<file path="config.mk">
export PLATFORM = sky130hd
export DESIGN_NAME = seg7_arbiter
export DESIGN_NICKNAME = d
export VERILOG_FILES = /design/src/rtl/seg7_pkg.sv /design/src/rtl/rr_pick.sv /design/src/rtl/seg7_arbiter.sv
export SDC_FILE = /design/constraint.sdc
export NUM_CORES = 1
export LEC_CHECK = 0
export ABC_AREA = 1
export BUFFER_PORTS_ARGS = -buffer_cell sky130_fd_sc_hd__buf_2
export CAP_MARGIN = 20
export CORE_UTILIZATION = 40
export CTS_CLUSTER_DIAMETER = 60
export DETAILED_ROUTE_END_ITERATION = 8
export HOLD_SLACK_MARGIN = 0.03
export PLACE_DENSITY = 0.68
export RECOVER_POWER = 50
export SYNTH_ARGS = -nofsm -noshare
export SYNTH_HDL_FRONTEND = slang
export SYNTH_HIERARCHICAL = 1
export SYNTH_SLANG_ARGS = --single-unit
</file>
<file path="constraint.sdc">
create_clock -name clk -period 9 [get_ports clk]
set_input_delay 1.35 -clock clk [delete_from_list [all_inputs] [get_ports clk]]
set_output_delay 1.35 -clock clk [all_outputs]
set_load 0.05 [all_outputs]
</file>
<file path="src/rtl/seg7_pkg.sv">
// Shared types and sizing helpers for the seg7 display arbiter.
package seg7_pkg;

    typedef enum logic [1:0] {
        ST_IDLE = 2'd0,
        ST_HOLD = 2'd1,
        ST_OPEN = 2'd2
    } arb_state_t;

    localparam int HOLD_CYCLES_DFLT = 100_000_000;
    localparam int HOLD_CNT_W_DFLT  = $clog2(HOLD_CYCLES_DFLT);

    // Hold counter must represent HOLD_CYCLES-1.
    function automatic int hold_cnt_w(input int cycles);
        return (cycles > 2) ? $clog2(cycles) : 1;
    endfunction

endpackage

</file>
<file path="src/rtl/rr_pick.sv">
// Combinational round-robin picker: first requesting, non-excluded index
// scanning upward from start and wrapping modulo N.
module rr_pick #(
    parameter int N = 4
) (
    input  logic [N-1:0]         req,
    input  logic [$clog2(N)-1:0] start,
    input  logic [N-1:0]         excl,
    output logic                 valid,
    output logic [$clog2(N)-1:0] idx
);

    localparam int IW = $clog2(N);

    int            pos;
    logic [IW-1:0] j;

    always_comb begin
        valid = 1'b0;
        idx   = '0;
        pos   = 0;
        j     = '0;
        for (int k = 0; k < N; k++) begin
            pos = int'(start) + k;
            if (pos >= N) pos = pos - N;
            j = IW'(pos);
            if (!valid && req[j] && !excl[j]) begin
                valid = 1'b1;
                idx   = j;
            end
        end
    end

endmodule

</file>
<file path="src/rtl/seg7_arbiter.sv">
// Time-sliced round-robin owner of the 8-digit seg7 driver inputs, with a
// minimum hold per grant and per-requester digit blinking.
//
// state | meaning
// IDLE  | no owner, display dark
// HOLD  | owner granted, hold counter running, other requests ignored
// OPEN  | hold expired, owner keeps display until released or preempted
module seg7_arbiter
    import seg7_pkg::*;
#(
    parameter int NREQ        = 4,
    parameter int HOLD_CYCLES = HOLD_CYCLES_DFLT,
    parameter int BLINK_W     = 25
) (
    input  logic                clk,
    input  logic                clr,
    input  logic [NREQ-1:0]     req,
    input  logic [NREQ-1:0]     blink,
    input  logic [32*NREQ-1:0]  x_in,
    input  logic [8*NREQ-1:0]   aen_in,
    input  logic [8*NREQ-1:0]   dp_in,
    output logic [NREQ-1:0]     gnt,
    output logic [31:0]         x,
    output logic [7:0]          aen,
    output logic [7:0]          dp_en,
    output logic                busy
);

    localparam int IW     = $clog2(NREQ);
    localparam int HOLD_W = hold_cnt_w(HOLD_CYCLES);

    arb_state_t          state_q, state_d;
    logic [HOLD_W-1:0]   hold_cnt_q, hold_cnt_d;
    logic [IW-1:0]       last_q, last_d;
    logic [NREQ-1:0]     gnt_q, gnt_d;
    logic [BLINK_W-1:0]  blink_cnt_q;
    logic [31:0]         x_q, x_d;
    logic [7:0]          aen_q, aen_d;
    logic [7:0]          dp_q, dp_d;

    logic [IW-1:0]       start_idx;
    logic [NREQ-1:0]     excl_mask;
    logic                pick_valid;
    logic [IW-1:0]       pick_idx;
    logic                owner_req;
    logic                phase;

    // The owner is always the most recent winner, so last_q doubles as the
    // owner index whenever a grant is active.
    assign start_idx = (int'(last_q) == NREQ - 1) ? '0 : last_q + IW'(1);
    assign excl_mask = (state_q == ST_IDLE) ? '0 : (NREQ'(1) << last_q);
    assign owner_req = req[last_q];
    assign phase     = blink_cnt_q[BLINK_W-1];

    rr_pick #(
        .N (NREQ)
    ) u_pick (
        .req   (req),
        .start (start_idx),
        .excl  (excl_mask),
        .valid (pick_valid),
        .idx   (pick_idx)
    );

    always_comb begin
        state_d    = state_q;
        hold_cnt_d = hold_cnt_q;
        last_d     = last_q;
        gnt_d      = gnt_q;
        case (state_q)
            ST_IDLE: begin
                if (pick_valid) begin
                    state_d    = ST_HOLD;
                    hold_cnt_d = HOLD_W'(HOLD_CYCLES - 1);
                    last_d     = pick_idx;
                    gnt_d      = NREQ'(1) << pick_idx;
                end
            end
            ST_HOLD, ST_OPEN: begin
                if (!owner_req || (state_q == ST_OPEN && pick_valid)) begin
                    if (pick_valid) begin
                        state_d    = ST_HOLD;
                        hold_cnt_d = HOLD_W'(HOLD_CYCLES - 1);
                        last_d     = pick_idx;
                        gnt_d      = NREQ'(1) << pick_idx;
                    end else begin
                        state_d    = ST_IDLE;
                        hold_cnt_d = '0;
                        gnt_d      = '0;
                    end
                end else if (state_q == ST_HOLD) begin
                    // Leaving on the step to zero makes the grant last exactly
                    // HOLD_CYCLES cycles before OPEN can rotate.
                    if (hold_cnt_q <= HOLD_W'(1)) begin
                        state_d    = ST_OPEN;
                        hold_cnt_d = '0;
                    end else begin
                        hold_cnt_d = hold_cnt_q - HOLD_W'(1);
                    end
                end
            end
            default: begin
                state_d    = ST_IDLE;
                hold_cnt_d = '0;
                gnt_d      = '0;
            end
        endcase
    end

    always_comb begin
        x_d   = '0;
        aen_d = '0;
        dp_d  = '0;
        for (int i = 0; i < NREQ; i++) begin
            if (gnt_q[i]) begin
                x_d   = x_in[32*i +: 32];
                dp_d  = dp_in[8*i +: 8];
                aen_d = aen_in[8*i +: 8] & ~{8{blink[i] & phase}};
            end
        end
    end

    always_ff @(posedge clk or posedge clr) begin
        if (clr) begin
            state_q     <= ST_IDLE;
            hold_cnt_q  <= '0;
            last_q      <= IW'(NREQ - 1);
            gnt_q       <= '0;
            blink_cnt_q <= '0;
            x_q         <= '0;
            aen_q       <= '0;
            dp_q        <= '0;
        end else begin
            state_q     <= state_d;
            hold_cnt_q  <= hold_cnt_d;
            last_q      <= last_d;
            gnt_q       <= gnt_d;
            blink_cnt_q <= blink_cnt_q + BLINK_W'(1);
            x_q         <= x_d;
            aen_q       <= aen_d;
            dp_q        <= dp_d;
        end
    end

    assign gnt   = gnt_q;
    assign x     = x_q;
    assign aen   = aen_q;
    assign dp_en = dp_q;
    assign busy  = |gnt_q;

endmodule
</file>
==> flow_summary.yaml, run 1 <==
outcome:
  status: "finished, violations left"
  violations: "capacitance limit, slew limit"
worst_setup_path:
  crit_path_top_delay_cell: "clkbuf_1"
  critPathMaxStageDelay_ns: 1.56
  critPathKind: "flop to flop"
  worstPathRequired_ns: 9.29
  path_delay_family: "buffers and inverters"
  worstSetupStartpointType: "flop"
  worstPathCellList: "nor2_1 -> clkbuf_1 -> nand3_1 -> a21oi_1 -> a31oi_1 -> o21ai_0"
  cp_num_buf_inv: 1
  r2r_setup_slack_ns: 4.81
  cp.arrival_ns: 4.48
  cp-end-kind: "flop"
  path_max_fanout: 51
routing:
  wl_per_cell_um: 16.1
  drc: 0
  ant_nets: 0
  wl_um: 20600
  dr_total_vias: 6624
  avgViaCountPerCell: 5.20
  first_iter_violations: 365
  drtPass1Iterations: 5
placed_design:
  dp_slack_ns: 5.28
  port_buffers: 254
  dp.cells: 1258
  place_hpwl_um: 15500
  globalplace.congestion: 0.905
job:
  maxCapViolCount: 3
sta:
  hold_viol: 0
  setup_viol: 0
  final.setup_skew_ns: 0.0121
  final-max-slew-violation-count: 139
  period_needed_ns: 4.19
  rsz0062_at_grt: "no"
  fin_ws_ns: 4.81
  fin_crit_sh: 0.466
  tightest_slew_ns: 2.13
  max_freq_ghz: 0.238
  slew_headroom: -0.418
  fin_tns_setup_ns: 0
layout:
  fill_cells: 1559
  stdcell_count: 1275
  multi_input_area_um2: 3240
  nets: 1272
  drive_above_1_share: 0.273
  final_util: 0.522
  area_growth_pct: 25.3
  seq_area_um2: 2710
  diodes: 0
yosys:
  synthDistinctLibCells: 41
  synth_top_area_frac: 0.413
  syn_nets: 1039
  synth-main-ff-cell: "dfrtp_1"
  synth_most_common_cell: "nand2_1"
  synth_area_leader_cell: "dfrtp_1"
  ys_warn_count: 6
  async_flop_share: 1.00
  avgSynthCellArea_um2: 7.78
  netlist_instances: 826
  syn_area_um2: 6430
  synth-seq-cells: 108
  ys_seq_area_frac: 0.421
  netlist_top_cells_area: "dfrtp_1, nand2_1, o21ai_0"
  synth_common_cells: "nand2_1, dfrtp_1, o21ai_0"
  synth_edf_count: 0
clock_tree:
  clock_latency_ns: 0.37
  cts_hold_buf: 0
  cts_tree: "done"
  post_cts_buffers: 0
  clkTransAtPathRegs_ns: 0.08
  cts_resized: 0
  htreeDepth: 3
  clock_path_buffers: 2
  clockRootBuffer: "clkbuf_16"
  cts_sinks: 108
  numCtsBuffers: 9
pwr:
  internal-power_mw: 1.37
  clock_power_share: 0.132
  p_leak_nw: 3.98
  pwr-share-comb: 0.608
  peakVddDrop_uv: 223
  switching_power_mw: 1.67
  p_total_mw: 3.04
  swShare: 0.550
  seqPwrFrac: 0.261
  power_density_nw_per_um2: 377
grt:
  grt_max_degree: 70
  antenna_found_initial: 3
  track_usage: 0.252
  first_global_vias: 6213
  gr-total-overflow: 0
  grt_pass1_wl_um: 31900
floorplanning:
  start_util: 0.417
  die_w_um: 129
  die_y_um: 129
  fp-row-count: 45
  core_um2: 15400
  dieArea_um2: 16600
  io_pins: 255
worst_hold_path:
  holdCritPathClass: "flop to flop"
==> power groups by stage <==
| stage | clock network (mW) | registers, mW | logic, mW |
|---|---|---|---|
| 2_1_floorplan | 0 | 1.14 | 1.10 |
| 3_3_place_gp | 0 | 0.792 | 1.84 |
| 3_5_place_dp | 0 | 0.796 | 1.85 |
| 4_1_cts | 0.410 | 0.788 | 1.86 |
| 5_1_grt | 0.430 | 0.812 | 2.06 |
| 6_report | 0.400 | 0.791 | 1.84 |
==> final timing paths <==
kind                                  from         endpoint  cells after the start
setup / recovery                    gnt[1]           aen[5]                      6
hold / removal             blink_cnt_q[22]  blink_cnt_q[22]                      1
setup reg to reg                    gnt[1]           aen[5]                      6
hold reg to reg            blink_cnt_q[22]  blink_cnt_q[22]                      1
max in group asynchronous              clr           gnt[3]                      3
min in group asynchronous              clr           aen[2]                      2
==> metal layers <==
layer | global-route usage | vias to the layer above | share of wire
met5 | 0 | - | 0.0017
met4 | 0.0837 | 6 | 0.024
met3 | 0.0699 | 40 | 0.069
met2 | 0.405 | 257 | 0.47
met1 | 0.327 | 3081 | 0.43
li1 | - | 3240 | -
==> layout by cell type, fill, tap and decap left out, drive strengths merged <==
| cell type | instances |
|---|---|
| dfrtp | 106 |
| clkbuf | 37 |
| a221oi | 37 |
| nand2 | 224 |
| or2 | 1 |
| clkinvlp | 3 |
| xor2 | 22 |
| nand4 | 14 |
| xnor2 | 15 |
| a21oi | 17 |
| nor3 | 6 |
| and3 | 1 |
| a31oi | 11 |
| o21ai | 115 |
| nor4 | 4 |
| dfstp | 2 |
| nor2 | 74 |
| o21bai | 1 |
| nor3b | 1 |
| o22ai | 3 |
| buf | 232 |
| inv | 69 |
| ha | 11 |
| a21boi | 1 |
| clkinv | 2 |
| nand3 | 55 |
==> logic make-up (layout without fill, tap and decap cells) <==
logic type / after synthesis / in the layout / share of synthesized area
compound gates: 185 / 185 / 0.177
flops: 108 / 108 / 0.421
xor+xnor: 37 / 37 / 0.0504
buf+inv: 105 / 343 / 0.0699
simple gates: 380 / 380 / 0.260
fa+ha+maj: 11 / 11 / 0.0214
==> through the flow <==
stage	hold WS (ns)	instance area (um2)
floorplan	0.422	6430
global placement	0.445	7820
detailed placement	0.463	7820
CTS	0.480	8110
global route	0.504	8060
finish	0.475	8060
==> registers in the layout, summed over array words and instances, names as in the netlist <==
signal       count
aen              8
x               32
hold_cnt_q      27
state_q          2
last_q           2
dp_en            8
gnt              4
blink_cnt_q     25
==> final cells by class <==
class	instances	share of cell area
clock buffer	9	0.0280
tap	211	0.0328
timing repair buffer	260	0.161
inverter	67	0.0318
multi-input combinational	613	0.402
clock inverter	7	0.00854
sequential	108	0.336
==> worst reg2reg max path: cells and delay by family (launching register included) <==
| family | cells | cell delay [ns] |
|---|---|---|
| simple gates | 2 | 0.93 |
| buf+inv | 1 | 1.56 |
| compound gates | 3 | 0.53 |
| flops | 1 | 1.10 |
Note: power is estimated with default switching activity, not from simulation.
==> run 2, diff against run 1 <==
==> constraint.sdc (replaced) <==
create_clock -name clk -period 4.3 [get_ports clk]
set_input_delay 0.645 -clock clk [delete_from_list [all_inputs] [get_ports clk]]
set_output_delay 0.645 -clock clk [all_outputs]
set_load 0.05 [all_outputs]
==> flow_summary.yaml, run 2 (synthesis results as in run 1) <==
pwr:
  peakVddDrop_uv: 489
  switching_power_mw: 3.48
  internal-power_mw: 3.00
  pwr-share-comb: 0.611
  clock_power_share: 0.141
  p_leak_nw: 4.06
  power_density_nw_per_um2: 794
  swShare: 0.537
  seqPwrFrac: 0.249
grt:
  grt_pass1_wl_um: 32100
  gr-total-overflow: 0
  grt_max_degree: 58
  met3_usage: 0.0674
  antenna_found_initial: 3
  track_usage: 0.252
  met1_usage: 0.320
  grt_busiest_layer: "met2"
  grt_util_met2: 0.428
  first_global_vias: 6249
clock_tree:
  clock_latency_ns: 0.35
  cts_resized: 0
  clkTransAtPathRegs_ns: 0.07
  cts_tree: "done"
  cts_hold_buf: 0
  clockRootBuffer: "clkbuf_16"
  cts_sinks: 108
  htreeDepth: 3
  numCtsBuffers: 9
  clock_path_buffers: 2
  post_cts_buffers: 0
sta:
  tightest_slew_ns: 2.52
  final-max-slew-violation-count: 58
  setup_viol: 0
  rsz0062_at_grt: "no"
  period_needed_ns: 3.53
  fin_tns_setup_ns: 0
  hold_viol: 0
  fin_crit_sh: 0.822
  fin_ws_ns: 0.767
  max_freq_ghz: 0.283
  slew_headroom: -0.689
  worst_hold_slack_ns: 0.471
  final.setup_skew_ns: 0.00952
routing:
  ant_nets: 0
  drc: 0
  wl_um: 20800
  first_iter_violations: 404
  drtPass1Iterations: 5
  avgViaCountPerCell: 5.22
  dr_total_vias: 6660
  wl_per_cell_um: 16.3
placed_design:
  globalplace.congestion: 0.885
  dp_slack_ns: 0.811
  place_area_um2: 7830
  port_buffers: 254
  place_hpwl_um: 15700
layout:
  largest_reg_flops: 32
  drive_above_1_share: 0.292
  layout_common_cells: "buf_2, nand2_1, dfrtp_1"
  area_growth_pct: 27.0
  layout_commonest_cell: "buf_2"
  nets: 1274
  diodes: 0
  final_util: 0.529
  final_area_um2: 8160
worst_setup_path:
  cp_num_buf_inv: 1
  crit_path_top_delay_cell: "nor2_2"
  worstSetupStartpointType: "flop"
  worstPathCellList: "ha_1 -> nor2_1 -> inv_4 -> nand2_1 -> nand2_2 -> nand3_2 -> nand2_2 -> nor2_4 -> nand3_2 -> nand3_1 -> nand2_1 -> nand2_4 -> nor2_1 -> nand2_1 -> nand2_2 -> nor2_2 -> nand2_1 -> o21ai_0"
  critPathKind: "flop to flop"
  crit_top_cell: "nand2_1"
  path_max_fanout: 24
  path_delay_family: "simple AND/OR/NAND/NOR gates"
  worstPathRequired_ns: 4.56
  cp-end-kind: "flop"
  cp.arrival_ns: 3.79
  critPathMaxStageDelay_ns: 0.67
outcome:
  violations: "capacitance limit, slew limit"
  status: "finished, violations left"
floorplanning:
  dieArea_um2: 16600
  core_um2: 15400
  die_w_um: 129
  io_pins: 255
  die_y_um: 129
  start_util: 0.417
  fp-row-count: 45
job:
  maxCapViolCount: 1
worst_hold_path:
  holdCritPathClass: "flop to flop"
run 2: final timing paths:
check                           cells past startpoint  slack, ns       startpoint              end
worst min-delay path                                1       0.47  blink_cnt_q[23]  blink_cnt_q[23]
worst max-delay path                               18       0.77        last_q[0]   hold_cnt_q[22]
max in group asynchronous                           3       1.39              clr   blink_cnt_q[8]
worst max register to register                     18       0.77        last_q[0]   hold_cnt_q[22]
worst min register to register                      1       0.47  blink_cnt_q[23]  blink_cnt_q[23]
min in group asynchronous                           2       0.98              clr   blink_cnt_q[6]
run 2: final cells by class:
cell class / count / area [um2]
clock buffer: 11 / 243
inverter: 67 / 256
tap: 211 / 264
multi-input combinational: 613 / 3270
fill: 1554 / 7260
sequential: 108 / 2710
clock inverter: 5 / 85.1
timing repair buffer: 262 / 1340
run 2: per-stage QoR:
stage                     instances  power [mW]
after floorplan                 826        4.69
after global placement         1259        5.50
after detailed placement       1259        5.57
after CTS                      1275        6.50
after global routing           1277        6.99
final                          1277        6.49
run 2: routing by layer:
layer,part of all wire,up-vias
met5,0.0018,-
met4,0.013,6
met3,0.077,31
met2,0.49,291
met1,0.41,3087
li1,-,3245
run 2: worst register-to-register path: stages, from the launching register on:
cell and delay, ns:
dfstp_2 0.41, ha_1 0.22, nor2_1 0.50, inv_4 0.10, nand2_1 0.11, nand2_2 0.08, nand3_2 0.08, nand2_2 0.09
nor2_4 0.11, nand3_2 0.09, nand3_1 0.14, nand2_1 0.11, nand2_4 0.11, nor2_1 0.05, nand2_1 0.06, nand2_2 0.30
nor2_2 0.68, nand2_1 0.11, o21ai_0 0.11
run 2: power by group through the flow:
| stage | sequential (mW) | clock, mW | combinational (mW) |
|---|---|---|---|
| 2_1_floorplan | 2.39 | 0 | 2.30 |
| 3_3_place_gp | 1.61 | 0 | 3.89 |
| 3_5_place_dp | 1.62 | 0 | 3.95 |
| 4_1_cts | 1.61 | 0.931 | 3.96 |
| 5_1_grt | 1.65 | 0.971 | 4.37 |
| 6_report | 1.61 | 0.912 | 3.96 |
